`config.mk`:
```
export PLATFORM = sky130hd
export DESIGN_NAME = seq_divider
export DESIGN_NICKNAME = d
export VERILOG_FILES = /design/src/rtl/div_pkg.sv /design/src/rtl/seq_divider_cla_subtractor.sv /design/src/rtl/seq_divider.sv
export SDC_FILE = /design/constraint.sdc
export NUM_CORES = 1
export LEC_CHECK = 0
export BUFFER_PORTS_ARGS = -buffer_cell sky130_fd_sc_hd__buf_2
export CAP_MARGIN = 20
export CORE_ASPECT_RATIO = 1.25
export CORE_MARGIN = 2
export CORE_UTILIZATION = 56
export DETAILED_ROUTE_END_ITERATION = 8
export HOLD_SLACK_MARGIN = 0.03
export PLACE_DENSITY = 0.77
export SLEW_MARGIN = 20
export SYNTH_ARGS = -nofsm -noshare
export SYNTH_HDL_FRONTEND = slang
export SYNTH_HIERARCHICAL = 1
export SYNTH_SLANG_ARGS = --single-unit
```
`constraint.sdc`:
```
create_clock -name clk -period 3.2 [get_ports clk]
set_input_delay 0.96 -clock clk [delete_from_list [all_inputs] [get_ports clk]]
set_output_delay 0.96 -clock clk [all_outputs]
set_load 0.02 [all_outputs]
```
`src/rtl/div_pkg.sv`:
```
// Shared types and sizing helpers for the iterative divider.
package div_pkg;

  localparam int DIV_WIDTH = 32;

  typedef enum logic [1:0] {
    IDLE = 2'd0,
    DIV  = 2'd1,
    FIX  = 2'd2,
    DONE = 2'd3
  } div_state_e;

  function automatic int cnt_width(input int width);
    return $clog2(width) + 1;
  endfunction

  localparam int DIV_CNT_W = cnt_width(DIV_WIDTH);

endpackage

```
`src/rtl/seq_divider_cla_subtractor.sv`:
```
// diff = a - b computed as a + ~b + 1 on 4-bit carry-lookahead groups; borrow = ~carry_out.
module cla_subtractor #(
  parameter int WIDTH = 33
) (
  input  logic [WIDTH-1:0] a,
  input  logic [WIDTH-1:0] b,
  output logic [WIDTH-1:0] diff,
  output logic             borrow
);

  localparam int NG = (WIDTH + 3) / 4;
  localparam int PW = NG * 4;

  logic [PW-1:0] a_ext, nb_ext;
  logic [PW-1:0] p, g, c;
  logic [NG-1:0] gp, gg;
  logic [NG:0]   gc;
  logic          unused_carry;

  // Pad bits see a=0, ~b=1: they propagate the carry unchanged to the top.
  assign a_ext  = PW'(a);
  assign nb_ext = ~(PW'(b));
  assign p      = a_ext ^ nb_ext;
  assign g      = a_ext & nb_ext;

  always_comb begin
    gp = '0;
    gg = '0;
    gc = '0;
    c  = '0;
    gc[0] = 1'b1;
    for (int k = 0; k < NG; k++) begin
      gp[k] = p[4*k+3] & p[4*k+2] & p[4*k+1] & p[4*k];
      gg[k] = g[4*k+3]
            | (p[4*k+3] & g[4*k+2])
            | (p[4*k+3] & p[4*k+2] & g[4*k+1])
            | (p[4*k+3] & p[4*k+2] & p[4*k+1] & g[4*k]);
      gc[k+1] = gg[k] | (gp[k] & gc[k]);
      c[4*k]   = gc[k];
      c[4*k+1] = g[4*k] | (p[4*k] & gc[k]);
      c[4*k+2] = g[4*k+1] | (p[4*k+1] & g[4*k]) | (p[4*k+1] & p[4*k] & gc[k]);
      c[4*k+3] = g[4*k+2] | (p[4*k+2] & g[4*k+1]) | (p[4*k+2] & p[4*k+1] & g[4*k])
               | (p[4*k+2] & p[4*k+1] & p[4*k] & gc[k]);
    end
  end

  always_comb begin
    diff = '0;
    for (int i = 0; i < WIDTH; i++) diff[i] = p[i] ^ c[i];
  end

  assign borrow       = ~gc[NG];
  assign unused_carry = ^c;

endmodule

```
`src/rtl/seq_divider.sv`:
```
// Restoring divider: one trial subtraction per cycle, signs applied in a final fix-up step.
module seq_divider
  import div_pkg::*;
#(
  parameter int WIDTH = DIV_WIDTH
) (
  input  logic             clk,
  input  logic             rst,
  input  logic             start,
  input  logic             is_signed,
  input  logic [WIDTH-1:0] dividend,
  input  logic [WIDTH-1:0] divisor,
  output logic             busy,
  output logic             done,
  output logic [WIDTH-1:0] quotient,
  output logic [WIDTH-1:0] remainder,
  output logic             div_by_zero
);

  localparam int CNT_W = cnt_width(WIDTH);

  div_state_e       state, state_nxt;
  logic [CNT_W-1:0] count;
  logic [WIDTH-1:0] q, rem, dvsr_mag, dvnd_raw;
  logic             q_neg, r_neg, dvsr_zero;

  logic [WIDTH:0]   rem_sh, trial;
  logic             trial_borrow;
  logic [WIDTH-1:0] dvnd_neg, dvsr_neg, q_neg_val, rem_neg_val;
  logic             nb0, nb1, nb2, nb3;
  logic             unused_bits;

  assign rem_sh = {rem, q[WIDTH-1]};

  cla_subtractor #(.WIDTH(WIDTH+1)) u_trial (
    .a(rem_sh), .b({1'b0, dvsr_mag}), .diff(trial), .borrow(trial_borrow)
  );
  cla_subtractor #(.WIDTH(WIDTH)) u_neg_dvnd (
    .a('0), .b(dividend), .diff(dvnd_neg), .borrow(nb0)
  );
  cla_subtractor #(.WIDTH(WIDTH)) u_neg_dvsr (
    .a('0), .b(divisor), .diff(dvsr_neg), .borrow(nb1)
  );
  cla_subtractor #(.WIDTH(WIDTH)) u_neg_q (
    .a('0), .b(q), .diff(q_neg_val), .borrow(nb2)
  );
  cla_subtractor #(.WIDTH(WIDTH)) u_neg_rem (
    .a('0), .b(rem), .diff(rem_neg_val), .borrow(nb3)
  );

  assign unused_bits = ^{nb0, nb1, nb2, nb3, trial[WIDTH]};

  always_ff @(posedge clk) begin
    if (rst) state <= IDLE;
    else     state <= state_nxt;
  end

  always_comb begin
    state_nxt = state;
    busy      = 1'b0;
    done      = 1'b0;
    case (state)
      IDLE: if (start) state_nxt = DIV;
      DIV: begin
        busy = 1'b1;
        if (count == CNT_W'(1)) state_nxt = FIX;
      end
      FIX: begin
        busy      = 1'b1;
        state_nxt = DONE;
      end
      DONE: begin
        done      = 1'b1;
        state_nxt = IDLE;
      end
      default: state_nxt = IDLE;
    endcase
  end

  always_ff @(posedge clk) begin
    if (rst) begin
      count       <= '0;
      q           <= '0;
      rem         <= '0;
      dvsr_mag    <= '0;
      dvnd_raw    <= '0;
      q_neg       <= 1'b0;
      r_neg       <= 1'b0;
      dvsr_zero   <= 1'b0;
      quotient    <= '0;
      remainder   <= '0;
      div_by_zero <= 1'b0;
    end else begin
      case (state)
        // capture: magnitudes and result signs
        IDLE: if (start) begin
          q         <= (is_signed && dividend[WIDTH-1]) ? dvnd_neg : dividend;
          dvsr_mag  <= (is_signed && divisor[WIDTH-1]) ? dvsr_neg : divisor;
          rem       <= '0;
          dvnd_raw  <= dividend;
          q_neg     <= is_signed & (dividend[WIDTH-1] ^ divisor[WIDTH-1]);
          r_neg     <= is_signed & dividend[WIDTH-1];
          dvsr_zero <= (divisor == '0);
          count     <= CNT_W'(WIDTH);
        end
        // iterate: shift in one dividend bit, keep the trial difference if it did not borrow
        DIV: begin
          if (!trial_borrow) begin
            rem <= trial[WIDTH-1:0];
            q   <= {q[WIDTH-2:0], 1'b1};
          end else begin
            rem <= rem_sh[WIDTH-1:0];
            q   <= {q[WIDTH-2:0], 1'b0};
          end
          count <= count - CNT_W'(1);
        end
        // fix-up: restore signs, or report divide-by-zero with the raw dividend
        FIX: begin
          if (dvsr_zero) begin
            quotient    <= '1;
            remainder   <= dvnd_raw;
            div_by_zero <= 1'b1;
          end else begin
            quotient    <= q_neg ? q_neg_val : q;
            remainder   <= r_neg ? rem_neg_val : rem;
            div_by_zero <= 1'b0;
          end
        end
        default: ;
      endcase
    end
  end

endmodule

```
==> results of run 1 <==
[through the flow]
step	worst slack, ps	power, mW	hold slack, ps
final	-166	12.4	462
after global routing	-270	13.3	475
after CTS	-137	12.1	457
after detailed placement	-424	9.38	449
after global placement	-367	9.16	444
after floorplan	-64.3	7.95	432
[final cells by class]
cell class                 count  share of cell area
sequential                   204               0.189
multi-input combinational   1779               0.611
clock inverter                 4             0.00219
tap                          407              0.0235
inverter                     218              0.0377
clock buffer                  36              0.0325
timing repair buffer         330               0.104
[worst max-delay path by stage]
stage / start / end / slack (ps) / depth (start not counted)
6_report: dvsr_mag[1] / rem[21] / -170 / 16
5_1_grt: dvsr_mag[1] / rem[0] / -270 / 16
4_1_cts: dvsr_mag[3] / rem[1] / -140 / 17
3_5_place_dp: dividend[3] / q[25] / -420 / 14
3_3_place_gp: dividend[8] / q[25] / -370 / 14
2_1_floorplan: q[31] / rem[10] / -60 / 16
[state kept, by name, summed over array words and instances, names as in the netlist]
signal,count
dvnd_raw,32
dvsr_mag,32
q,32
quotient,32
rem,32
remainder,32
count,6
state,2
div_by_zero,1
dvsr_zero,1
q_neg,1
r_neg,1
[metal layers]
layer	GRT usage	vias up
li1	-	8154
met1	0.312	7800
met2	0.506	405
met3	0.0224	124
met4	0.113	0
met5	0	-
[what timing repair did]
item	CTS	global route
endpoints found under the setup margin	35	46
hold buffers	0	0
gates cloned	3	1
buffers inserted	10	13
pin swaps	18	31
gates resized for setup	22	41
[worst max-delay path, stage by stage (launching register included)]
cell and delay, ps:
sky130_fd_sc_hd__dfxtp_2 330, sky130_fd_sc_hd__inv_2 50, sky130_fd_sc_hd__ha_4 150, sky130_fd_sc_hd__or3_4 400, sky130_fd_sc_hd__o221ai_4 200, sky130_fd_sc_hd__o21ai_2 100
sky130_fd_sc_hd__a41oi_2 310, sky130_fd_sc_hd__inv_2 100, sky130_fd_sc_hd__a31oi_4 200, sky130_fd_sc_hd__o211ai_1 150, sky130_fd_sc_hd__a21oi_2 190, sky130_fd_sc_hd__fa_2 240
sky130_fd_sc_hd__buf_12 150, sky130_fd_sc_hd__buf_12 150, sky130_fd_sc_hd__mux2i_4 230, sky130_fd_sc_hd__a2bb2oi_2 190, sky130_fd_sc_hd__nor2_1 90
[power by group through the flow]
stage	Sequential [mW]	Clock [mW]	Combinational, mW
3_3_place_gp	3.47	0	5.69
5_1_grt	3.53	2.79	6.94
4_1_cts	3.45	2.68	6.01
6_report	3.46	2.66	6.33
3_5_place_dp	3.49	0	5.89
2_1_floorplan	3.59	0	4.36
==> results.txt, run 1 <==
----------------------------------------------------
[Setup path]
  Sort of element at the start of the critical path ... flip-flop
  Req. time, crit path ... about 3600 ps
  Class of the most critical setup path ... reg2reg
  Crit-path max FO ... 8
  Kind of capture point of the worst setup path ... flip-flop
  Number of cells on the worst reg-to-reg path ... 16
  Capturing point of the worst reg2reg path ... rem[21]
  Data arrival, critical path ... about 3700 ps
  Register-to-Register Setup Slack ... -170 ps
  Startpoint of the most critical register-to-register path ... dvsr_mag[1]

[Timing]
  Final WS setup ... -166 ps
  Share of the cycle needed by the critical path after routing ... 1.05
  Setup repair after global routing missed its margin ... yes
  Maximum achievable frequency ... between 200 and 300 MHz
  Clock Skews ... ~13 ps
  Final setup violation count ... 33
  Hold violation count in the final report ... 0
  Pin slew with the least headroom to its limit ... between 700 and 800 ps
  Clock period minus worst slack ... 3370 ps
  Final sum of negative setup slack ... -2320 ps
  Final max-slew violation count ... 0
  Slew HR ... 0.488

[CTS]
  Clock network latency to the later pin of the worst-skew pair ... a little over 500 ps
  Master cell of the clock root buffer ... sky130_fd_sc_hd__clkbuf_16
  # clock sinks ... between 200 and 250
  Count of H-tree levels built during CTS ... 1
  TritonCTS clock tree ... built
  Buffer levels on the longest clock path ... 3
  Clock transition at path regs ... about 60 ps
  Num CTS Buffers ... 23

[Worst hold path]
  Beginning of the worst hold path ... dvnd_raw[2]
  Hold Path Cell Cnt ... 2
  Type of the most critical hold path ... reg2reg
  Sink of the worst hold path ... dvnd_raw[2]

[Pwr]
  Largest voltage drop on the vdd net ... around 530 µV
  Pwr dens ... around 570 nW/µm²
  Comb pwr share ... 0.508
  Switching share of total power ... 0.401
  Switching power summed over all nets ... between 4 and 5 mW
  Design internal power ... 7.46 mW
  Static leakage ... 9.84 nW
  Register share of total power ... 0.278
  Clk pwr share ... 0.214

[Floorplanning]
  Die span in x ... approximately 160 µm
  Chip Height ... roughly 200 µm
  Placeable Area ... slightly above 30000 µm²
  Initial core utilization ... 0.568
  IO Pins ... approximately 140
  Placement Rows ... between 70 and 80
  Overall die area ... between 30000 and 40000 µm²

[Final layout]
  Most common cell after layout, fill and taps aside ... sky130_fd_sc_hd__inv_1
  Synthesis-to-finish area growth ... 23.6%
  Antenna Diode Count ... 0
  Share of the core filled with cells ... 0.702
  Multi-input gate area in the final layout ... approximately 13000 µm²
  Post-route insts no fill ... 2978
  Filler Cell Count ... 2447
  Final nets ... around 2800
  Register area ... ~4100 µm²
  Fraction of layout cells with a size suffix above 1 ... 0.219
  Non-Filler Cell Area, Final ... 21700 µm²
  Highest-count cells in the layout ignoring fill and taps ... sky130_fd_sc_hd__inv_1 (214), sky130_fd_sc_hd__nand2_1 (208), sky130_fd_sc_hd__nor2_1 (202)

[Detailed routing]
  M1 WL ... 18800 µm
  Antenna Violating Nets Remaining ... 0
  Detailed-route DRC error count ... 0
  Routed length on met3 ... around 1900 µm
  Wire length on met2 ... 23800 µm
  Routed length per placed instance ... around 16 µm
  Detailed Routing Iterations Pass 1 ... 6
  Iter 0 DRT Violations ... 889
  Via count ... 16500
  DR vias/cell ... ~5.5
  DRT Wirelength ... approximately 47000 µm
  Top layer used by detailed routing ... met4

[Logic synthesis]
  Mapped cell area ... approximately 18000 µm²
  Mean area per synthesized cell ... between 8 and 9 µm²
  Total of warnings raised by yosys ... 6
  Gate count of the mapped netlist ... between 2000 and 2500

[Global route]
  Wire length of the first global-routing pass ... 74500 µm
  Total routing usage reported by global routing ... 0.270
  Maximum number of pins on one net before global-route repair ... 70
  Grt total ovfl ... 0
  Number of global-route vias before repair ... between 15000 and 20000
  Number of antenna violations at the first check in global routing ... 0

[Placement]
  Placed Instance Area ... 20400 µm²
  Port Buffer Count ... around 130
  Total placed cells including tap cells ... 2913
  Detailed-placement wirelength estimate ... 34400 µm
  Routability congestion estimate from global placement ... between 0.9 and 1

[Run]
  Max_cap viols ... 0

[Status]
  Result of the run ... complete, but fails checks
  Failing checks ... negative setup slack

----------------------------------------------------
Power figures use the tool's default switching activity.
==> run 2: changes to the inputs <==
--- a/config.mk
+++ b/config.mk
@@ -12,7 +12,9 @@
 export CORE_UTILIZATION = 56
 export DETAILED_ROUTE_END_ITERATION = 8
 export HOLD_SLACK_MARGIN = 0.03
-export PLACE_DENSITY = 0.77
+export PLACE_DENSITY = 0.78
+export RECOVER_POWER = 50
+export SKIP_LAST_GASP = 1
 export SLEW_MARGIN = 20
 export SYNTH_ARGS = -nofsm -noshare
 export SYNTH_HDL_FRONTEND = slang
==> run 2 against run 1 <==
Against the previous run: the run still ends with negative setup slack left; setup slack lost 21 ps; non-clock buffer count shrank 1; clock skew grew 15 ps; sequential share of layout area shrank 0.074 points; routed wire length grew 2.7%; flip-flop and latch count is the same; largest power group unchanged.
==> results.txt, run 2 (synthesized netlist as in run 1, its figures left out) <==
----------------------------------------------------
[Status]
  Result of the run ... complete, but fails checks
  Failing checks ... negative setup slack

[Placement]
  Total placed cells including tap cells ... 2909 (-0.14%)
  Worst slack at placement ... -427 ps (-2.83 ps)
  Routability congestion estimate from global placement ... 0.952 (-1.7%)
  Port Buffer Count ... 134 (unchanged)
  Detailed-placement wirelength estimate ... 34800 µm (+1.1%)

[Global route]
  Grt total ovfl ... 0 (unchanged)
  Maximum number of pins on one net before global-route repair ... 88 (+26%)
  Number of global-route vias before repair ... 16600 (+2.7%)
  Total routing usage reported by global routing ... 0.279 (+0.00940)
  Number of antenna violations at the first check in global routing ... 0 (unchanged)
  Wire length of the first global-routing pass ... 76200 µm (+2.3%)

[Setup path]
  Capturing point of the worst reg2reg path ... rem[6]
  Number of cells on the worst reg-to-reg path ... 16 (unchanged)
  Data arrival, critical path ... 3780 ps (+40 ps)
  Crit-path max FO ... 7 (-1)
  Kind of capture point of the worst setup path ... flip-flop
  Register-to-Register Setup Slack ... -190 ps (-20 ps)
  Sort of element at the start of the critical path ... flip-flop
  Req. time, crit path ... 3590 ps (+20 ps)
  Class of the most critical setup path ... reg2reg
  Startpoint of the most critical register-to-register path ... dvsr_mag[1]

[Worst hold path]
  Sink of the worst hold path ... dvnd_raw[15]
  Beginning of the worst hold path ... dvnd_raw[15]
  Hold Path Cell Cnt ... 2 (unchanged)
  Type of the most critical hold path ... reg2reg

[CTS]
  Count of H-tree levels built during CTS ... 1 (unchanged)
  TritonCTS clock tree ... built
  Num CTS Buffers ... 23 (unchanged)
  Clock network latency to the later pin of the worst-skew pair ... 550 ps (+40 ps)
  Master cell of the clock root buffer ... sky130_fd_sc_hd__clkbuf_16
  Cts-stage hold buffer count ... 0 (unchanged)
  Buffer levels on the longest clock path ... 3 (unchanged)
  # clock sinks ... 204 (unchanged)
  Clock transition at path regs ... 60 ps (about the same)

[Final layout]
  Final nets ... 2830 (-0.035%)
  Share of the core filled with cells ... 0.704 (+0.00211)
  Antenna Diode Count ... 0 (unchanged)
  Synthesis-to-finish area growth ... 24.0%
  Fraction of layout cells with a size suffix above 1 ... 0.199 (-0.0197)
  Highest-count cells in the layout ignoring fill and taps ... sky130_fd_sc_hd__inv_1 (214), sky130_fd_sc_hd__nand2_1 (208), sky130_fd_sc_hd__nor2_1 (202)
  Most common cell after layout, fill and taps aside ... sky130_fd_sc_hd__inv_1
  Post-route insts no fill ... 2976 (-0.067%)
  Filler Cell Count ... 2454 (+0.29%)

[Timing]
  Hold violation count in the final report ... 0 (unchanged)
  Share of the cycle needed by the critical path after routing ... 1.06 (+0.00644)
  Clock Skews ... 27.6 ps (+14.9 ps)
  Clock period minus worst slack ... 3390 ps (+20.6 ps)
  Final WS setup ... -186 ps (-20.6 ps)
  Final sum of negative setup slack ... -4140 ps (-1820 ps)
  Final max-slew violation count ... 0 (unchanged)
  Setup repair after global routing missed its margin ... yes
  Pin slew with the least headroom to its limit ... 1420 ps (+668 ps)
  Maximum achievable frequency ... 295 MHz (-0.61%)
  Final setup violation count ... 35 (+6.1%)
  Slew HR ... 0.0546 (-0.434)

[Floorplanning]
  Initial core utilization ... 0.568 (unchanged)
  Placeable Area ... 30900 µm² (unchanged)
  Die span in x ... 162 µm (unchanged)
  Placement Rows ... 72 (unchanged)
  IO Pins ... 135 (unchanged)
  Chip Height ... 202 µm (unchanged)
  Overall die area ... 32800 µm² (unchanged)

[Detailed routing]
  Routed length on met3 ... 1920 µm (+0.89%)
  M1 WL ... 19200 µm (+1.9%)
  Detailed-route DRC error count ... 0 (unchanged)
  Top layer used by detailed routing ... met4
  Antenna Violating Nets Remaining ... 0 (unchanged)
  Wire length on met2 ... 24900 µm (+4.6%)
  Detailed Routing Iterations Pass 1 ... 6 (unchanged)
  DR vias/cell ... 5.57 (+0.69%)
  Routed length per placed instance ... 16.1 µm (+2.8%)
  Via count ... 16600 (+0.62%)
  Iter 0 DRT Violations ... 899 (+1.1%)
  DRT Wirelength ... 47800 µm (+2.7%)

[Pwr]
  Post-layout power ... 12.7 mW (+1.9%)
  Static leakage ... 9.53 nW (-3.2%)
  Pwr dens ... 583 nW/µm² (+1.6%)
  Largest voltage drop on the vdd net ... 556 µV (+4.7%)

[Run]
  Max_cap viols ... 0 (unchanged)

----------------------------------------------------
run 2: layer usage:
metal  track usage  vias up
met4         0.133        0
met3        0.0246      125
met1         0.310     7893
met5             0        -
li1              -     8135
met2         0.531      433
run 2: timing repair:
item	CTS	global route
setup buffers	17	12
endpoints found under the hold margin	0	0
cloned	2	0
endpoints found under the setup margin	40	52
gates resized for setup	36	61
pin swaps	30	31
run 2: critical path, cell delays in order, from the launching register on:
cell and delay, ps:
sky130_fd_sc_hd__dfxtp_2 350, sky130_fd_sc_hd__inv_2 50, sky130_fd_sc_hd__ha_4 150, sky130_fd_sc_hd__or3_4 410, sky130_fd_sc_hd__o221ai_4 200, sky130_fd_sc_hd__o21ai_2 80
sky130_fd_sc_hd__a41oi_2 280, sky130_fd_sc_hd__inv_2 100, sky130_fd_sc_hd__a31oi_4 220, sky130_fd_sc_hd__o211ai_1 160, sky130_fd_sc_hd__a21oi_2 160, sky130_fd_sc_hd__fa_2 250
sky130_fd_sc_hd__buf_6 170, sky130_fd_sc_hd__buf_12 150, sky130_fd_sc_hd__mux2i_1 210, sky130_fd_sc_hd__a2bb2oi_1 210, sky130_fd_sc_hd__nor2_1 60
run 2: worst max-delay path by stage:
stage | start | end
floorplan | q[31] | rem[10]
global placement | dividend[8] | q[25]
detailed placement | dividend[3] | q[25]
CTS | dvsr_mag[3] | rem[12]
global route | dvsr_mag[1] | rem[14]
finish | dvsr_mag[1] | rem[6]
run 2: where the power goes:
group,switching [mW],leakage [nW],internal (mW)
sequential,0.389,1.67,3.09
clock,1.10,0.393,1.75
combinational,3.60,7.47,2.76
run 2: layout make-up:
cell class	instances	area, µm²	share of cell area
repair buffers	329	2160	0.0993
clock buffers	32	659	0.0303
inverters	218	821	0.0377
multi-input cells	1779	13400	0.614
flip-flops and latches	204	4110	0.189
well taps	407	509	0.0234
clock inverters	7	139	0.00638
run 2: metrics by stage:
stage / hold WS, ps / area, µm²
6_report: 456 / 21800
5_1_grt: 480 / 21800
4_1_cts: 460 / 21500
3_5_place_dp: 450 / 20400
3_3_place_gp: 442 / 20400
2_1_floorplan: 432 / 18300
